File: src/rtl/lru_req_queue.sv
// lru_req_queue: per-requester FIFOs feeding an LRU arbiter, registered valid/ready output.
// Optional grant checking with sticky error flags under `LRU_REQ_QUEUE_ERR_EN.
module lru_req_queue #(
  parameter int NUM_REQ = 10,
  parameter int DATA_W  = 16,
  parameter int DEPTH   = 4,
  localparam int IW     = $clog2(NUM_REQ)
) (
  input  logic                            clk,
  input  logic                            rst_b,
  input  logic [NUM_REQ-1:0]              in_valid,
  input  logic [NUM_REQ-1:0][DATA_W-1:0]  in_data,
  output logic [NUM_REQ-1:0]              in_ready,
  output logic [NUM_REQ-1:0]              req,
  input  logic [NUM_REQ-1:0]              gnt,
  output logic                            out_valid,
  output logic [DATA_W-1:0]               out_data,
  output logic [IW-1:0]                   out_port,
  input  logic                            out_ready,
  output logic                            err_spurious,
  output logic                            err_multi
);
  localparam int PW = $clog2(DEPTH);
  localparam int CW = $clog2(DEPTH + 1);
  logic                           slot_free, do_pop;
  logic [NUM_REQ-1:0]             qgnt, push, pop;
  logic [NUM_REQ-1:0][DATA_W-1:0] head;
  logic [IW-1:0]                  idx;
  logic                           out_valid_q, out_valid_d;
  logic [DATA_W-1:0]              out_data_q, out_data_d;
  logic [IW-1:0]                  out_port_q, out_port_d;
  assign slot_free = ~out_valid_q | out_ready;
  assign qgnt      = gnt & req;
  always_comb begin
    idx = '0;
    for (int i = NUM_REQ - 1; i >= 0; i--)
      if (qgnt[i]) idx = IW'(i);
  end
`ifdef LRU_REQ_QUEUE_ERR_EN
  logic multi, err_spurious_q, err_multi_q;
  assign multi  = |(qgnt & (qgnt - NUM_REQ'(1)));
  assign do_pop = |qgnt & ~multi;
  always_ff @(posedge clk or negedge rst_b)
    if (!rst_b) begin
      err_spurious_q <= 1'b0;
      err_multi_q    <= 1'b0;
    end else begin
      err_spurious_q <= err_spurious_q | |(gnt & ~req);
      err_multi_q    <= err_multi_q | multi;
    end
  assign err_spurious = err_spurious_q;
  assign err_multi    = err_multi_q;
`else
  assign do_pop       = |qgnt;
  assign err_spurious = 1'b0;
  assign err_multi    = 1'b0;
`endif
  for (genvar g = 0; g < NUM_REQ; g++) begin : g_fifo
    logic [DATA_W-1:0] mem_q [DEPTH];
    logic [PW-1:0]     rd_q, wr_q;
    logic [CW-1:0]     cnt_q;
    assign in_ready[g] = cnt_q != CW'(DEPTH);
    assign req[g]      = (cnt_q != '0) & slot_free;
    assign push[g]     = in_valid[g] & in_ready[g];
    assign pop[g]      = do_pop & (idx == IW'(g));
    assign head[g]     = mem_q[rd_q];
    always_ff @(posedge clk or negedge rst_b)
      if (!rst_b) begin
        rd_q  <= '0;
        wr_q  <= '0;
        cnt_q <= '0;
      end else begin
        if (push[g]) wr_q <= wr_q + PW'(1);
        if (pop[g]) rd_q <= rd_q + PW'(1);
        cnt_q <= cnt_q + CW'(push[g]) - CW'(pop[g]);
      end
    always_ff @(posedge clk)
      if (push[g]) mem_q[wr_q] <= in_data[g];
  end
  always_comb begin
    out_valid_d = do_pop | (out_valid_q & ~out_ready);
    out_data_d  = do_pop ? head[idx] : out_data_q;
    out_port_d  = do_pop ? idx : out_port_q;
  end
  always_ff @(posedge clk or negedge rst_b)
    if (!rst_b) begin
      out_valid_q <= 1'b0;
      out_data_q  <= '0;
      out_port_q  <= '0;
    end else begin
      out_valid_q <= out_valid_d;
      out_data_q  <= out_data_d;
      out_port_q  <= out_port_d;
    end
  assign out_valid = out_valid_q;
  assign out_data  = out_data_q;
  assign out_port  = out_port_q;
endmodule
File: config.mk
export PLATFORM = sky130hd
export DESIGN_NAME = lru_req_queue
export DESIGN_NICKNAME = d
export VERILOG_FILES = /design/src/rtl/lru_req_queue.sv
export SDC_FILE = /design/constraint.sdc
export NUM_CORES = 1
export LEC_CHECK = 0
export CORE_UTILIZATION = 53
export DETAILED_ROUTE_END_ITERATION = 6
export PLACE_DENSITY_LB_ADDON = 0.15
export REMOVE_ABC_BUFFERS = 1
export SYNTH_ARGS = -nofsm -noshare
export SYNTH_HDL_FRONTEND = slang
export SYNTH_SLANG_ARGS = --single-unit
File: constraint.sdc
create_clock -name clk -period 3.19 [get_ports clk]
set_input_delay 0.638 -clock clk [delete_from_list [all_inputs] [get_ports clk]]
set_output_delay 0.638 -clock clk [all_outputs]
set_load 0.05 [all_outputs]
==> results of run 1 <==
==> worst paths after layout <==
path                       depth (start not counted)  slack [ns]                from                 end
hold reg to reg                                    1        0.52  g_fifo[9].cnt_q[2]  g_fifo[9].cnt_q[2]
max in group asynchronous                          2        2.65               rst_b   g_fifo[9].wr_q[1]
setup / recovery                                  14       0.008  g_fifo[8].cnt_q[2]  g_fifo[5].cnt_q[2]
min in group clk                                   1        0.52  g_fifo[9].cnt_q[2]  g_fifo[9].cnt_q[2]
setup reg to reg                                  14       0.008  g_fifo[8].cnt_q[2]  g_fifo[5].cnt_q[2]
hold / removal                                     2        0.05               rst_b   g_fifo[4].wr_q[0]
==> flip-flops by register name (all words and copies together) (netlist names) <==
register / cells
g_fifo.rd_q: 20
out_data: 16
out_valid: 1
out_port: 4
g_fifo.wr_q: 20
g_fifo.mem_q: 640
g_fifo.cnt_q: 30
==> stage by stage <==
step | area, um^2 | setup WS (ns) | TNS [ns] | power [mW]
final | 35900 | 0.00756 | 0 | 33.7
after floorplan | 28900 | -1.11 | -13.31 | 20.3
after CTS | 35700 | -0.0338 | -0.0338 | 33.8
after detailed placement | 33300 | -0.718 | -15.82 | 25.2
after global routing | 35900 | -0.109 | -0.287 | 35.2
after global placement | 33300 | -0.635 | -13.50 | 24.9
==> area by class of cell <==
cell class | instances | area share [%]
clock inverter | 42 | 1.12
inverter | 64 | 0.676
antenna | 3 | 0.0209
timing repair buffer | 383 | 9.73
clock buffer | 92 | 5.55
sequential | 731 | 59.9
tap | 696 | 2.43
multi-input combinational | 614 | 20.6
==> logic make-up (layout without fill, tap and decap cells) <==
kind of cell | count (synthesis) | after routing | share of synthesized area (%)
adder cells (fa/ha/maj) | 70 | 70 | 3.25
flip-flops | 731 | 731 | 73.5
multiplexers | 180 | 180 | 13.0
XOR/XNOR | 50 | 50 | 1.52
buffers and inverters | 131 | 581 | 1.92
AO/OA/AOI/OAI | 109 | 109 | 3.26
AND/OR/NAND/NOR | 203 | 203 | 3.58
other | 1 | 5 | 0.0128
==> power breakdown <==
group / switching (mW) / internal [mW]
clock: 3.53 / 5.08
combinational: 6.06 / 4.99
sequential: 1.26 / 12.8
total: 10.8 / 22.9
==> routing by layer <==
metal	global-route usage [%]	vias to the layer above	wire length, um
li1	-	6713	-
met1	35.1	8088	28100
met2	40.9	518	34600
met3	4.73	94	5130
met4	7.69	6	1460
met5	0	-	37
==> cell usage in the layout (no fill, tap or decap), types with 4 or more instances in the layout <==
| cell type | synthesis | layout |
|---|---|---|
| o21ai_0 | 16 | 16 |
| bufinv_16 | 0 | 8 |
| clkbuf_1 | 34 | 14 |
| o22ai_1 | 10 | 10 |
| inv_2 | 1 | 4 |
| nor3_1 | 15 | 8 |
| clkinv_1 | 0 | 18 |
| ha_1 | 60 | 56 |
| a221oi_1 | 15 | 14 |
| clkinv_2 | 1 | 12 |
| nand3b_1 | 7 | 7 |
| buf_12 | 1 | 6 |
| and2_1 | 7 | 7 |
| clkdlybuf4s50_1 | 0 | 212 |
| a2111oi_1 | 5 | 5 |
| mux2i_1 | 20 | 20 |
| clkbuf_16 | 0 | 77 |
| edfxtp_1 | 640 | 640 |
| a31o_2 | 14 | 14 |
| nand3_1 | 9 | 8 |
| inv_1 | 62 | 59 |
| nor3_2 | 0 | 7 |
| nor2_1 | 21 | 19 |
| nand2_1 | 62 | 62 |
| and2_0 | 10 | 10 |
| o22ai_2 | 6 | 6 |
| dfrtp_1 | 91 | 91 |
| fa_1 | 10 | 7 |
| and3_1 | 41 | 41 |
| buf_4 | 3 | 162 |
| ha_4 | 0 | 4 |
| xnor2_2 | 1 | 4 |
| xor2_1 | 10 | 10 |
| or3_1 | 19 | 17 |
| mux4_2 | 160 | 160 |
| a2111oi_2 | 10 | 9 |
| o221ai_1 | 14 | 14 |
| xnor2_1 | 39 | 36 |
==> repair_timing <==
action | in CTS | in global routing
setup endpoints to repair | 8 | 14
pin swaps | 5 | 16
gates resized for setup | 12 | 26
buffers inserted | 2 | 4
endpoints found under the hold margin | 0 | 0
hold buffers | 0 | 0
==> flow_metrics.env, run 1 <==
export IMPL_synth_seq_cells=731
export IMPL_crit_type="register to register"
export IMPL_clk_latency_ns=0.62
export IMPL_multiInputGateArea_mm2=0.00739
export IMPL_area_delta_synth_final_pct=22.7
export IMPL_grt_pass1_wl_um=102000
export IMPL_synthCells=1475
export IMPL_drt_iter0_drc=1305
export IMPL_gp_congestion=0.898
export IMPL_critical_path_max_stage_delay_ns=0.43
export IMPL_cp_arrival_ns=3.68
export IMPL_root_buffer="clkbuf_16"
export IMPL_fin_crit_sh_pct=99.8
export IMPL_port_buffers=223
export IMPL_ioPinCount=226
export IMPL_die_w_um=237
export IMPL_cp_buffers_inverters=3
export IMPL_yosysMostFrequentCell="edfxtp_1"
export IMPL_synth_top_cell_area_share_pct=65.7
export IMPL_grt_ovfl_total=0
export IMPL_cp_start_kind="register"
export IMPL_fin_worst_skew_ns=0.0238
export IMPL_crit_required_ns=3.69
export IMPL_grt_pass1_vias=15800
export IMPL_powerDensity_mw_per_mm2=939
export IMPL_start_util_pct=54.1
export IMPL_routed_wl_um=69300
export IMPL_final_max_slew_viol_count=0
export IMPL_clkSlewWorstSetupHoldPaths_ns=0.06
export IMPL_fillers=3548
export IMPL_yosysWarnings=0
export IMPL_syn_area_per_cell_um2=19.8
export IMPL_layout_drive_gt1_share_pct=26.1
export IMPL_leakagePower_nw=12.8
export IMPL_vdd_drop_max_mv=0.469
export IMPL_hold_slack_ns=0.0515
export IMPL_row_count=85
export IMPL_wl_per_cell_um=26.4
export IMPL_synthTopCellsByArea="edfxtp_1, mux4_2, dfrtp_1"
export IMPL_die_area_mm2=0.0562
export IMPL_rsz0062_at_grt="yes"
export IMPL_post_place_cells=2482
export IMPL_syn_area_mm2=0.0293
export IMPL_final_cells=2625
export IMPL_antenna_found_initial=5
export IMPL_first_pass_iters=5
export IMPL_yosysSeqAreaShare_pct=73.5
export IMPL_core_area_mm2=0.0541
export IMPL_nNetsFinal=2121
export IMPL_cp_cell_sequence="or3_4, a2111oi_4, o2111ai_2, buf_4, o221ai_4, o21ai_4, or3_4, inv_4, ha_4, inv_2, ha_4, fa_2, xnor2_2, xnor2_1"
export IMPL_synth_largest_area_cell="edfxtp_1"
export IMPL_antenna_left=0
export IMPL_synth_edf_count=640
export IMPL_grt_max_degree=92
export IMPL_fmax_mhz=314
export IMPL_cap_violations=0
export IMPL_floorplan_die_height_um=237
export IMPL_regArea_mm2=0.0215
export IMPL_crit_path_end_kind="register"
export IMPL_yosys_top_cells_count="edfxtp_1, mux4_2, dfrtp_1"
export IMPL_tritoncts="yes"
export IMPL_worstPathMaxFanout=3
export IMPL_place_hpwl_um=49200
export IMPL_synth_ff_type="edfxtp_1"
export IMPL_final_core_util_pct=66.3
export IMPL_netlist_cell_type_count=57
export IMPL_crit_family="simple AND/OR/NAND/NOR gates"
export IMPL_hold_class="primary input to async pin"
export IMPL_crit_path_top_delay_cell="or3_4"
export IMPL_vias=15400
export IMPL_clock_path_buffers=3
export IMPL_via_per_inst=5.87
export IMPL_status="finished, final reports clean"
export IMPL_synth_async_reset_ratio_pct=12.4
export IMPL_tightest_slew_ns=0.905
export IMPL_post_route_min_period_ns=3.18
export IMPL_hold_violations=0
export IMPL_setup_viol=0
export IMPL_clock_sinks=731
export IMPL_tritoncts_num_buffers=74
export IMPL_relSlewSlack_pct=39.7
export IMPL_grt_util_all_layers_pct=25.2
export IMPL_drc=0
export IMPL_cts_max_level=3
Power figures use the tool's default switching activity.
==> run 2, diff against run 1 <==
--- a/config.mk
+++ b/config.mk
@@ -5,6 +5,7 @@
 export SDC_FILE = /design/constraint.sdc
 export NUM_CORES = 1
 export LEC_CHECK = 0
+export CAP_MARGIN = 15
 export CORE_UTILIZATION = 53
 export DETAILED_ROUTE_END_ITERATION = 6
 export PLACE_DENSITY_LB_ADDON = 0.15
==> results of run 2 <==
Final layout, timing and power as in run 1 (identical DEF).
==> run 3, diff against run 2 <==
==> constraint.sdc (replaced) <==
create_clock -name clk -period 3.19 [get_ports clk]
set_input_delay 0.638 -clock clk [delete_from_list [all_inputs] [get_ports clk]]
set_output_delay 0.638 -clock clk [all_outputs]
set_load 0.1 [all_outputs]
==> flow_metrics.env, run 3 (synthesis results as in run 1) <==
export IMPL_area_delta_synth_final_pct=23.2
export IMPL_drc=0
export IMPL_layout_drive_gt1_share_pct=28.2
export IMPL_cp_depth=14
export IMPL_critical_path_max_stage_delay_ns=0.43
export IMPL_worstPathMaxFanout=3
export IMPL_grt_ovfl_total=0
export IMPL_hold_class="primary input to async pin"
export IMPL_root_buffer="clkbuf_16"
export IMPL_vias=15500
export IMPL_drt_iter0_drc=1392
export IMPL_grt_pass1_vias=15900
export IMPL_start_util_pct=54.1
export IMPL_fin_crit_sh_pct=99.9
export IMPL_via_per_inst=5.86
export IMPL_crit_required_ns=3.67
export IMPL_clkSlewWorstSetupHoldPaths_ns=0.06
export IMPL_cts_max_level=3
export IMPL_setup_viol=0
export IMPL_rsz0062_at_grt="yes"
export IMPL_core_area_mm2=0.0541
export IMPL_cp_cell_sequence="or3_4, a2111oi_4, o2111ai_2, buf_4, o221ai_4, o21ai_4, or3_4, clkinv_4, ha_4, inv_2, ha_4, fa_2, xnor2_2, xnor2_1"
export IMPL_seqPwrFrac_pct=40.6
export IMPL_p_comb_share_pct=34.5
export IMPL_crit_path_end_kind="register"
export IMPL_placed_area_mm2=0.0333
export IMPL_postLayoutCellArea_mm2=0.0361
export IMPL_die_w_um=237
export IMPL_routed_wl_um=69200
export IMPL_largest_register_ff_count=640
export IMPL_fmax_mhz=314
export IMPL_final_cell_mix="edfxtp_1, buf_4, clkdlybuf4s50_1"
export IMPL_status="finished, final reports clean"
export IMPL_hold_violations=0
export IMPL_post_route_min_period_ns=3.19
export IMPL_layout_commonest_cell="edfxtp_1"
export IMPL_reg_top3="g_fifo.mem_q: 640 flops, g_fifo.cnt_q: 30 flops"
export IMPL_ioPinCount=226
export IMPL_antenna_found_initial=5
export IMPL_grt_pass1_wl_um=102000
export IMPL_switching_share_pct=33.6
export IMPL_relSlewSlack_pct=39.0
export IMPL_crit_family="simple AND/OR/NAND/NOR gates"
export IMPL_cp_arrival_ns=3.67
export IMPL_vdd_drop_max_mv=0.609
export IMPL_clk_latency_ns=0.61
export IMPL_crit_path_top_delay_cell="a2111oi_4"
export IMPL_fin_worst_skew_ns=0.0265
export IMPL_gp_congestion=0.909
export IMPL_die_area_mm2=0.0562
export IMPL_clock_path_buffers=3
export IMPL_first_pass_iters=5
export IMPL_cp_buffers_inverters=3
export IMPL_postCtsHoldBufs=0
export IMPL_antenna_left=0
export IMPL_powerDensity_mw_per_mm2=962
export IMPL_leakagePower_nw=12.9
export IMPL_row_count=85
export IMPL_grt_max_degree=44
export IMPL_floorplan_die_height_um=237
export IMPL_cp_start_kind="register"
export IMPL_port_buffers=223
export IMPL_clock_sinks=731
export IMPL_wl_per_cell_um=26.3
export IMPL_rr_worst_depth=14
export IMPL_p_sw_mw=11.6
export IMPL_crit_type="register to register"
export IMPL_grt_util_all_layers_pct=25.4
export IMPL_tritoncts_num_buffers=74
export IMPL_place_hpwl_um=49400
export IMPL_clkPwrFrac_pct=24.9
export IMPL_tritoncts="yes"
export IMPL_fin_setup_tns_ns=0
export IMPL_cap_violations=0
export IMPL_top_register="g_fifo.mem_q"
export IMPL_tightest_slew_ns=0.915
export IMPL_nNetsFinal=2131
export IMPL_final_max_slew_viol_count=0
export IMPL_internal_power_mw=23.0
[run 3: final cells by class]
type	instances	area (um^2)
Antenna cell	2	5.00
Inverter	64	245
Timing Repair Buffer	393	3590
Clock buffer	110	2160
Sequential cell	731	21500
Multi-Input combinational cell	614	7410
Clock inverter	26	284
Fill cell	3596	18100
Tap cell	696	871
[run 3: worst paths after layout]
path	slack, ns	to	start
hold / removal	0.02	g_fifo[5].wr_q[1]	rst_b
max in group asynchronous	2.45	g_fifo[2].rd_q[0]	rst_b
min in group clk	0.51	g_fifo[9].cnt_q[2]	g_fifo[9].cnt_q[2]
hold reg to reg	0.51	g_fifo[9].cnt_q[2]	g_fifo[9].cnt_q[2]
setup reg to reg	0.002	g_fifo[5].cnt_q[2]	g_fifo[8].cnt_q[2]
setup / recovery	0.002	g_fifo[5].cnt_q[2]	g_fifo[8].cnt_q[2]
[run 3: routing by layer]
layer | vias to the layer above | part of all wire (%) | track usage [%]
met3 | 85 | 7.7 | 5.14
met2 | 563 | 50 | 41.1
met5 | - | 0.033 | 0
met4 | 4 | 2.0 | 7.22
met1 | 8070 | 40 | 35.2
li1 | 6731 | - | -
[run 3: power by group through the flow]
stage / combinational (mW) / clock (mW) / sequential, mW
floorplan: 6.02 / 0 / 15.1
global placement: 11.6 / 0 / 14.2
detailed placement: 11.8 / 0 / 14.3
CTS: 11.9 / 8.81 / 14.1
global route: 12.7 / 9.17 / 14.3
finish: 12.0 / 8.65 / 14.1
[run 3: what timing repair did]
item,in CTS,in global routing
gates resized for setup,21,18
buffers inserted,6,6
hold endpoints to repair,0,0
setup endpoints to repair,7,11
pin swaps,13,13
[run 3: metrics by stage]
step / setup slack (ns) / hold slack [ns] / cells / utilization (%) / power, mW
finish: 0.00209 / 0.0155 / 2636 / 66.6 / 34.7
floorplan: -1.82 / 0.342 / 1409 / - / 21.1
CTS: 0.000792 / 0.00871 / 2628 / 66.4 / 34.9
detailed placement: -0.692 / 0.503 / 2486 / 61.5 / 26.1
global placement: -0.630 / 0.487 / 2486 / 61.5 / 25.8
global route: -0.0937 / 0.0348 / 2635 / 66.6 / 36.1
